==> config.mk <==
export PLATFORM = sky130hd
export DESIGN_NAME = lane_scheduler
export DESIGN_NICKNAME = d
export VERILOG_FILES = /design/src/rtl/lane_scheduler.sv
export SDC_FILE = /design/constraint.sdc
export NUM_CORES = 1
export LEC_CHECK = 0
export ABC_CLOCK_PERIOD_IN_PS = 3300
export CAP_MARGIN = 5
export CORE_MARGIN = 2
export CORE_UTILIZATION = 47
export DETAILED_ROUTE_END_ITERATION = 6
export GPL_ROUTABILITY_DRIVEN = 0
export PLACE_DENSITY = 0.77
export SLEW_MARGIN = 20
export SYNTH_ARGS = -nofsm -noshare
export SYNTH_HDL_FRONTEND = slang
export SYNTH_SLANG_ARGS = --single-unit
export TNS_END_PERCENT = 20
==> constraint.sdc <==
create_clock -name clk -period 3.3 [get_ports clk]
set_input_delay 0.495 -clock clk [delete_from_list [all_inputs] [get_ports clk]]
set_output_delay 0.495 -clock clk [all_outputs]
set_load 0.005 [all_outputs]
==> src/rtl/lane_scheduler.sv <==
// lane_scheduler: shared movement tick, one-hot lane step sweep, and the level-start reseed/audit loop.
// Sits between the game FSM and the lane mover array; all outputs are registered.
module lane_scheduler #(
  parameter int NUM_LANES     = 8,
  parameter int TICK_DIV      = 2000000,
  parameter int SEED_CYCLES   = 4,
  parameter int SETTLE_CYCLES = 8,
  parameter int FAST_THRESH   = 6,
  parameter int MAX_RETRY     = 3
) (
  input  logic                   clk,
  input  logic                   rst,
  input  logic                   enable,
  input  logic                   level_start,
  input  logic                   freeze,
  input  logic [9*NUM_LANES-1:0] lane_speed,
  output logic [NUM_LANES-1:0]   step_en,
  output logic                   frame_tick,
  output logic                   reseed_n,
  output logic                   level_ok,
  output logic [1:0]             retries,
  output logic                   busy
);

  localparam logic [2:0] S_IDLE   = 3'd0;
  localparam logic [2:0] S_SEED   = 3'd1;
  localparam logic [2:0] S_SETTLE = 3'd2;
  localparam logic [2:0] S_AUDIT  = 3'd3;
  localparam logic [2:0] S_RUN    = 3'd4;

  localparam int DIV_W  = $clog2(TICK_DIV);
  localparam int PH_MAX = (SEED_CYCLES > SETTLE_CYCLES) ? SEED_CYCLES : SETTLE_CYCLES;
  localparam int PH_W   = $clog2(PH_MAX + 1);
  localparam int LANE_W = $clog2(NUM_LANES);

  localparam logic [DIV_W-1:0]  DIV_LAST    = DIV_W'(TICK_DIV - 1);
  localparam logic [PH_W-1:0]   SEED_LAST   = PH_W'(SEED_CYCLES - 1);
  localparam logic [PH_W-1:0]   SETTLE_LAST = PH_W'(SETTLE_CYCLES - 1);
  localparam logic [LANE_W-1:0] LANE_LAST   = LANE_W'(NUM_LANES - 2);
  localparam logic [8:0]        FAST_MAG    = 9'(FAST_THRESH);
  localparam logic [1:0]        RETRY_MAX   = 2'(MAX_RETRY);

  logic [2:0]        state;
  logic [DIV_W-1:0]  div;
  logic [DIV_W-1:0]  div_next;
  logic [PH_W-1:0]   phase;
  logic [LANE_W-1:0] lane_idx;
  logic              fail_acc;
  logic [8:0]        spd [NUM_LANES];
  logic [8:0]        spd_a;
  logic [8:0]        spd_b;
  logic              pair_bad;
  logic              audit_fail_now;

  // Negating -256 in 9 bits yields 9'h100, which compares as 256 and so counts as fast.
  function automatic logic is_fast(input logic [8:0] s);
    logic [8:0] mag;
    mag = s[8] ? (~s + 9'd1) : s;
    return mag >= FAST_MAG;
  endfunction

  always_comb begin
    for (int i = 0; i < NUM_LANES; i++) begin
      spd[i] = lane_speed[9*i +: 9];
    end
  end

  assign spd_a          = spd[lane_idx];
  assign spd_b          = spd[lane_idx + LANE_W'(1)];
  assign pair_bad       = (is_fast(spd_a) && is_fast(spd_b) && (spd_a[8] == spd_b[8]))
                          || (spd_a == 9'd0) || (spd_b == 9'd0);
  assign audit_fail_now = fail_acc | pair_bad;
  assign div_next       = (div == DIV_LAST) ? '0 : div + DIV_W'(1);

  // frame_tick is loaded from the divider's next value so it lines up with div == TICK_DIV-1.
  always_ff @(posedge clk or negedge rst) begin
    if (!rst) begin
      state      <= S_IDLE;
      div        <= '0;
      phase      <= '0;
      lane_idx   <= '0;
      fail_acc   <= 1'b0;
      step_en    <= '0;
      frame_tick <= 1'b0;
      reseed_n   <= 1'b1;
      level_ok   <= 1'b0;
      retries    <= 2'd0;
      busy       <= 1'b0;
    end else if (!enable) begin
      state      <= S_IDLE;
      div        <= '0;
      phase      <= '0;
      lane_idx   <= '0;
      fail_acc   <= 1'b0;
      step_en    <= '0;
      frame_tick <= 1'b0;
      reseed_n   <= 1'b1;
      level_ok   <= 1'b0;
      retries    <= 2'd0;
      busy       <= 1'b0;
    end else begin
      if (state == S_IDLE) begin
        div        <= '0;
        frame_tick <= 1'b0;
      end else begin
        div        <= div_next;
        frame_tick <= (div_next == DIV_LAST);
      end

      if (level_start) begin
        state    <= S_SEED;
        phase    <= '0;
        fail_acc <= 1'b0;
        step_en  <= '0;
        reseed_n <= 1'b0;
        level_ok <= 1'b0;
        retries  <= 2'd0;
        busy     <= 1'b1;
      end else begin
        case (state)
          S_SEED: begin
            if (phase == SEED_LAST) begin
              state    <= S_SETTLE;
              phase    <= '0;
              reseed_n <= 1'b1;
            end else begin
              phase <= phase + PH_W'(1);
            end
          end
          S_SETTLE: begin
            if (phase == SETTLE_LAST) begin
              state    <= S_AUDIT;
              lane_idx <= '0;
              fail_acc <= 1'b0;
            end else begin
              phase <= phase + PH_W'(1);
            end
          end
          // One adjacent pair per cycle; the verdict is taken on the last pair.
          S_AUDIT: begin
            if (lane_idx == LANE_LAST) begin
              if (!audit_fail_now) begin
                state    <= S_RUN;
                level_ok <= 1'b1;
                busy     <= 1'b0;
              end else if (retries == RETRY_MAX) begin
                state    <= S_RUN;
                level_ok <= 1'b0;
                busy     <= 1'b0;
              end else begin
                state    <= S_SEED;
                phase    <= '0;
                retries  <= retries + 2'd1;
                reseed_n <= 1'b0;
              end
            end else begin
              lane_idx <= lane_idx + LANE_W'(1);
              fail_acc <= audit_fail_now;
            end
          end
          S_RUN: begin
            if (step_en != '0) begin
              step_en <= step_en << 1;
            end else if (frame_tick && !freeze) begin
              step_en <= NUM_LANES'(1);
            end
          end
          default: begin
          end
        endcase
      end
    end
  end

endmodule

# After elaboration in Yosys (flattened, before gate mapping)
# Cells that the tools add are included.
# totals
reg_bits,46
in_bits,77
out_inout_bits,14
wordCells,144
# op_classes
add_sub_neg,6
n_lt_le_gt_ge,4
n_eq_ne,32
n_mux,68
bitwise,5
reduce_logical,18
# ops
op,count
2-to-1 mux 21 bit,3
binary-select mux 9 bit (select 3 bit),2
2-to-1 mux 9 bit,6
equality test 21 bit (second input constant),2
2-to-1 mux 8 bit,5
2-to-1 mux 3 bit,11
2-to-1 mux 4 bit,7
!= test 4 bit (second input constant),7
2-to-1 mux 1 bit,23
adder 21 x 1 -> 21 bit (second input constant),1
adder 9 x 1 -> 9 bit (second input constant),2
>= comparator 9 x 3 -> 1 bit (second input constant),2
zero test 9 bit,2
NOT 9 bit,2
!= test 3 x 1 -> 1 bit (second input constant),5
2-to-1 mux 2 bit,6
!= test 4 x 1 -> 1 bit (second input constant),3
case mux 4 bit (3 select lines),1
AND reduction 4 bit,3
AND reduction 5 bit,2
!= test 3 bit (second input constant),3
case mux 3 bit (3 select lines),1
>= comparator 4 bit (second input constant),2
NOT 3 -> 4 bit,2
other kinds (23),30

# Depth between registers and ports, before layout
# logic_depth
word_depth,19
depth_mapped,14
ltp_nobuf,11

# Worst setup path before layout
# No wires, ideal clock.
# synth_timing
kind,register to register
startpoint,register lane_idx[0]
endpoint,register retries[0]
arrival_ps,3199
slack_ps,23
stages_incl_launch_ff,14
n_path_buf,2
period_less_slack_ps,3277
cell_sequence,dfrtp_1 inv_1 clkbuf_1 ha_1 clkbuf_1 mux4_2 mux2i_1 ha_1 xor2_1 a221oi_1 o211ai_1 a31oi_4 or3_1 a21oi_1
# synth_between
elab_chain_cells,16
elab_cells_between_ends,29
classes_between,add/sub: 3; order compare: 2; eq/ne: 4; mux: 8; bitwise: 5; reduce/logical: 7
# synth_rtl
item,line,rtl
from (decl),47,logic [LANE_W-1:0] lane_idx;
from (signal assigned),157,lane_idx <= lane_idx + LANE_W'(1);
adder 3 x 1 -> 3 bit,69,assign spd_b = spd[lane_idx + LANE_W'(1)];
NOT 3 -> 4 bit (not written as such),69,
binary-select mux 9 bit (select 3 bit),69,
2-to-1 mux 9 bit (not written as such) (2 in series),69,
NOT 9 bit,58,mag = s[8] ? (~s + 9'd1) : s;
adder 9 x 1 -> 9 bit,58,
2-to-1 mux 9 bit,58,
>= comparator 9 x 3 -> 1 bit,59,return mag >= FAST_MAG;
logical AND 1 bit (2 in series),70,assign pair_bad = (is_fast(spd_a) && is_fast(spd_b) && (spd_a[8] == spd_b[8]))
logical OR 1 bit (2 in series),71,|| (spd_a == 9'd0) || (spd_b == 9'd0);
bitwise OR 1 bit,72,assign audit_fail_now = fail_acc | pair_bad;
!= test 3 x 1 -> 1 bit (no line),-,
AND reduction 4 bit (no line) (*),-,
to (signal assigned),153,retries <= retries + 2'd1;
to (decl),21,"output logic [1:0] retries,"
# Every way passes the cells marked *; elsewhere a longest branch is shown, timed or not. The select of a mux whose other input is x is not followed.
# A chain may end at the register's enable or synchronous reset.

# Worst setup path after layout
# layout_timing
startpoint,register lane_idx[0]
endpoint,register state[0]
# layout_between
elab_chain_cells,19
elab_cells_between_ends,33
classes_between,add/sub: 3; order compare: 2; eq/ne: 3; mux: 13; bitwise: 5; reduce/logical: 7
# layout_rtl
item,line,rtl
adder 3 x 1 -> 3 bit,69,
NOT 3 -> 4 bit (not written as such),69,
binary-select mux 9 bit (select 3 bit),69,
2-to-1 mux 9 bit (not written as such) (2 in series),69,
NOT 9 bit,58,
adder 9 x 1 -> 9 bit,58,
2-to-1 mux 9 bit,58,
>= comparator 9 x 3 -> 1 bit,59,
logical AND 1 bit (2 in series),70,
logical OR 1 bit (2 in series),71,
bitwise OR 1 bit,72,
2-to-1 mux 3 bit,142,if (!audit_fail_now) begin
2-to-1 mux 3 bit,141,if (lane_idx == LANE_LAST) begin
case mux 3 bit (3 select lines),120,case (state)
2-to-1 mux 3 bit,110,if (level_start) begin
2-to-1 mux 3 bit,89,end else if (!enable) begin
to (signal assigned),90,state <= S_IDLE;
to (signal assigned),111,state <= S_SEED;
to (signal assigned),143,state <= S_RUN;
to (decl),43,logic [2:0] state;
# Several ways; a longest one is shown, not always the timed one. The select of a mux whose other input is x is not followed.

==> results.tsv <==
stage	metric	value	unit
outcome	status	finished clean	
critical_path	max_stage_delay	0.44	ns
timing	finalSetupTns	0	ns
timing	finalCriticalPeriod	3.120	ns
cts	cts_tree	built	
critical_path	crit_buf_inv	3	
timing	timing.slew.headroom	0.4023	
timing	rsz0062_at_grt	false	
timing	worst-slew-pin-transition	0.8889	ns
final_layout	final_cell_mix	clkdlybuf4s50_1 (89), nor2_1 (60), dfrtp_1 (43), nand2_1 (38)	
floorplan	num_io_pins	91	
detailed_routing	detail-route-antenna-nets	0	
synthesis	async_flop_share	1.000	
cts	clock_tree.buffer_depth	2	
critical_path	endpoint_kind	register	
placement	dp_hpwl	9582	um
timing	slew_violations	0	
synthesis	syn_area	4318	um^2
floorplan	coreArea	8806	um^2
global_route	antenna_found_initial	0	
floorplan	dieArea	9970	um^2
synthesis	synth_edf_count	0	
cts	cts_buffers	5	
synthesis	synth_ff_type	dfrtp_1	
synthesis	yosys_warnings	0	
synthesis	synth_fp_nets	566	
timing	setup_ws	0.1796	ns
timing	hold_slack	0.2027	ns
global_route	grt_usage	0.2515	
cts	clk_pin_slew_worst_paths	0.09	ns
timing	finalClockSkew	0.009880	ns
final_layout	final_nets	660	
synthesis	synthTopCellsByArea	dfrtp_1 (26%), mux4_2 (9.9%), mux2i_1 (7.6%)	
synthesis	yosysTopAreaCell	dfrtp_1	
floorplan	rows	34	
critical_path	critPathLaunchType	register	
final_layout	layout-drive-gt1-share	0.1508	
detailed_routing	viasPerCell	6.391	
critical_path	required	3.52	ns
detailed_routing	drtIter0Drc	264	
detailed_routing	firstDrtPassIters	5	
global_route	overflow	0	
detailed_routing	drc	0	
critical_path	arrival	3.34	ns
global_route	grt_start_max_net_pins	55	
timing	fin_crit_sh	0.9456	
timing	setup_viol	0	
synthesis	ys_ff_latch	46	
cts	cts_root_buf	clkbuf_8	
floorplan	die_y	99.85	um
critical_path	cp_max_fo	20	
power_and_ir_drop	leakagePower	0.002027	uW
detailed_routing	wire_per_inst	18.77	um
placement	place_ws	-0.2233	ns
timing	max_freq	0.3205	GHz
synthesis	synth.top_cell.area_share	0.2608	
detailed_routing	wl	12860	um
critical_path	path_class	register to register	
min_path	hp-class	input pin to async pin	
final_layout	mostFrequentLayoutCell	clkdlybuf4s50_1	
flow_run	max-cap-violations	0	
critical_path	crit_slowest_cell	o211ai_1	
synthesis	synth-seq-area-share	0.2669	
synthesis	syn_inst	482	
global_route	grt_pass1_wl	20330	um
floorplan	dieWidth	99.85	um
final_layout	nFillCells	698	
placement	port_buffers	90	
cts	clock_sinks	46	
synthesis	ys_types	65	
timing	finalHoldViolations	0	
final_layout	antennaDiodeCount	0	
synthesis	syn-mean-instance-area	8.958	um^2
cts	clkLatencyLatePin	0.29	ns
floorplan	initial_core_util	0.4903	
critical_path	cp_top_family	compound AO/OA/AOI/OAI gates	
global_route	grt_pass1_vias	4191	
power_and_ir_drop	power_per_cell_area	235.4	nW/um^2
power_and_ir_drop	vdd_drop_max	275.8	uV
detailed_routing	vias	4378	
cts	htreeDepth	2	
critical_path	crit_chain	inv_1 > ha_4 > buf_6 > nand3b_1 > mux2_2 > nand4_1 > xor2_1 > a221oi_1 > o211ai_1 > a31oi_4 > buf_4 > a21bo_2 > a31oi_1	
final_layout	area_growth	30.63	%
flip-flops by register name, summed over array words and instances, names as in the netlist:
register and flops:
state 3, step_en 8, fail_acc 1, phase 4
frame_tick 1, busy 1, lane_idx 3, level_ok 1
reseed_n 1, div 21, retries 2
cells by family (layout without fill, tap and decap cells):
group / count (synthesis) / in the layout / synth area share
adder cells (fa/ha/maj): 7 / 7 / 0.02028
flip-flops: 46 / 46 / 0.2669
AND/OR/NAND/NOR: 209 / 209 / 0.2434
AO/OA/AOI/OAI: 92 / 92 / 0.1460
XOR/XNOR: 22 / 22 / 0.04636
multiplexers: 65 / 65 / 0.2269
buffers and inverters: 41 / 136 / 0.05013
area by class of cell:
cell class	instances	area, um^2	share of cell area
inverter	13	48.80	0.008651
multi-input combinational	395	3029	0.5370
sequential	46	1155	0.2047
clock buffer	6	72.57	0.01287
tap	108	135.1	0.02396
clock inverter	2	37.54	0.006655
timing repair buffer	115	1162	0.2061
power breakdown:
| part | total (uW) | switching [uW] | internal (uW) |
|---|---|---|---|
| Sequential | 594 | 17.9 | 576 |
| Combinational | 320 | 150 | 171 |
| Clock | 413 | 187 | 226 |
final timing paths:
kind                       cells after the start                    start                       to  slack (ns)
min in group clk                               1         div[0]$_DFF_PN0_         div[0]$_DFF_PN0_        0.50
max reg2reg                                   13  lane_idx[0]$_DFFE_PN0P_     state[0]$_DFFE_PN0P_        0.18
min                                            1                      rst        div[13]$_DFF_PN0_        0.20
max                                           13  lane_idx[0]$_DFFE_PN0P_     state[0]$_DFFE_PN0P_        0.18
max in group asynchronous                      1                      rst  lane_idx[0]$_DFFE_PN0P_        2.68
min reg2reg                                    1         div[0]$_DFF_PN0_         div[0]$_DFF_PN0_        0.50
repair_timing:
item                                    4_1_cts  5_1_grt
buffers inserted                              0       11
endpoints found under the setup margin        0       10
gates resized for setup                       0       19
hold buffers                                  0        0
metrics by stage:
step	area, um^2	util	cells	total power, uW
final	5640	0.6405	685	1328
after floorplan	4318	-	482	733.1
after CTS	5414	0.6148	672	1320
after global placement	5304	0.6023	664	891.4
after detailed placement	5304	0.6023	664	901.8
after global routing	5640	0.6405	685	1386
layer usage:
layer  track usage  up-vias  part of all wire
met5             0        -                 0
met4        0.1201        0             0.045
met3       0.04457       57             0.073
met2        0.4298      219              0.48
met1        0.3088     2065              0.40
li1              -     2037                 -
worst register-to-register path: cells and delay by family (launching register included):
| kind | cells | cell delay, ns |
|---|---|---|
| compound gates | 5 | 1.11 |
| xor+xnor | 1 | 0.18 |
| fa+ha+maj | 1 | 0.32 |
| buf+inv | 3 | 0.48 |
| flops | 1 | 0.43 |
| mux | 1 | 0.27 |
| simple gates | 2 | 0.26 |
synth_stat cells, types with 2 or more instances:
cell type	count
a22oi_1	2
a31oi_1	8
nor4_1	8
o21ai_1	2
xor2_1	11
mux4_2	19
o22ai_1	5
or3_1	6
ha_1	7
inv_1	13
clkbuf_1	14
nor2b_1	8
mux2i_1	33
nand4_1	12
a211oi_1	5
nor3_1	26
o31a_1	2
nand3_1	17
and2_1	3
nor3b_1	6
o311ai_0	3
dfrtp_1	45
buf_12	2
nand2_1	39
o211ai_1	2
a21oi_1	15
mux4_1	5
nand2b_1	5
o21bai_1	2
xnor2_1	10
o21ai_0	21
or4_1	2
o31ai_1	3
mux2_2	8
nand3b_1	4
and4_1	3
buf_4	4
nor4b_1	4
buf_2	6
nor2_1	60
a2111oi_0	7
or2_2	2
Note: power is estimated with default switching activity, not from simulation.
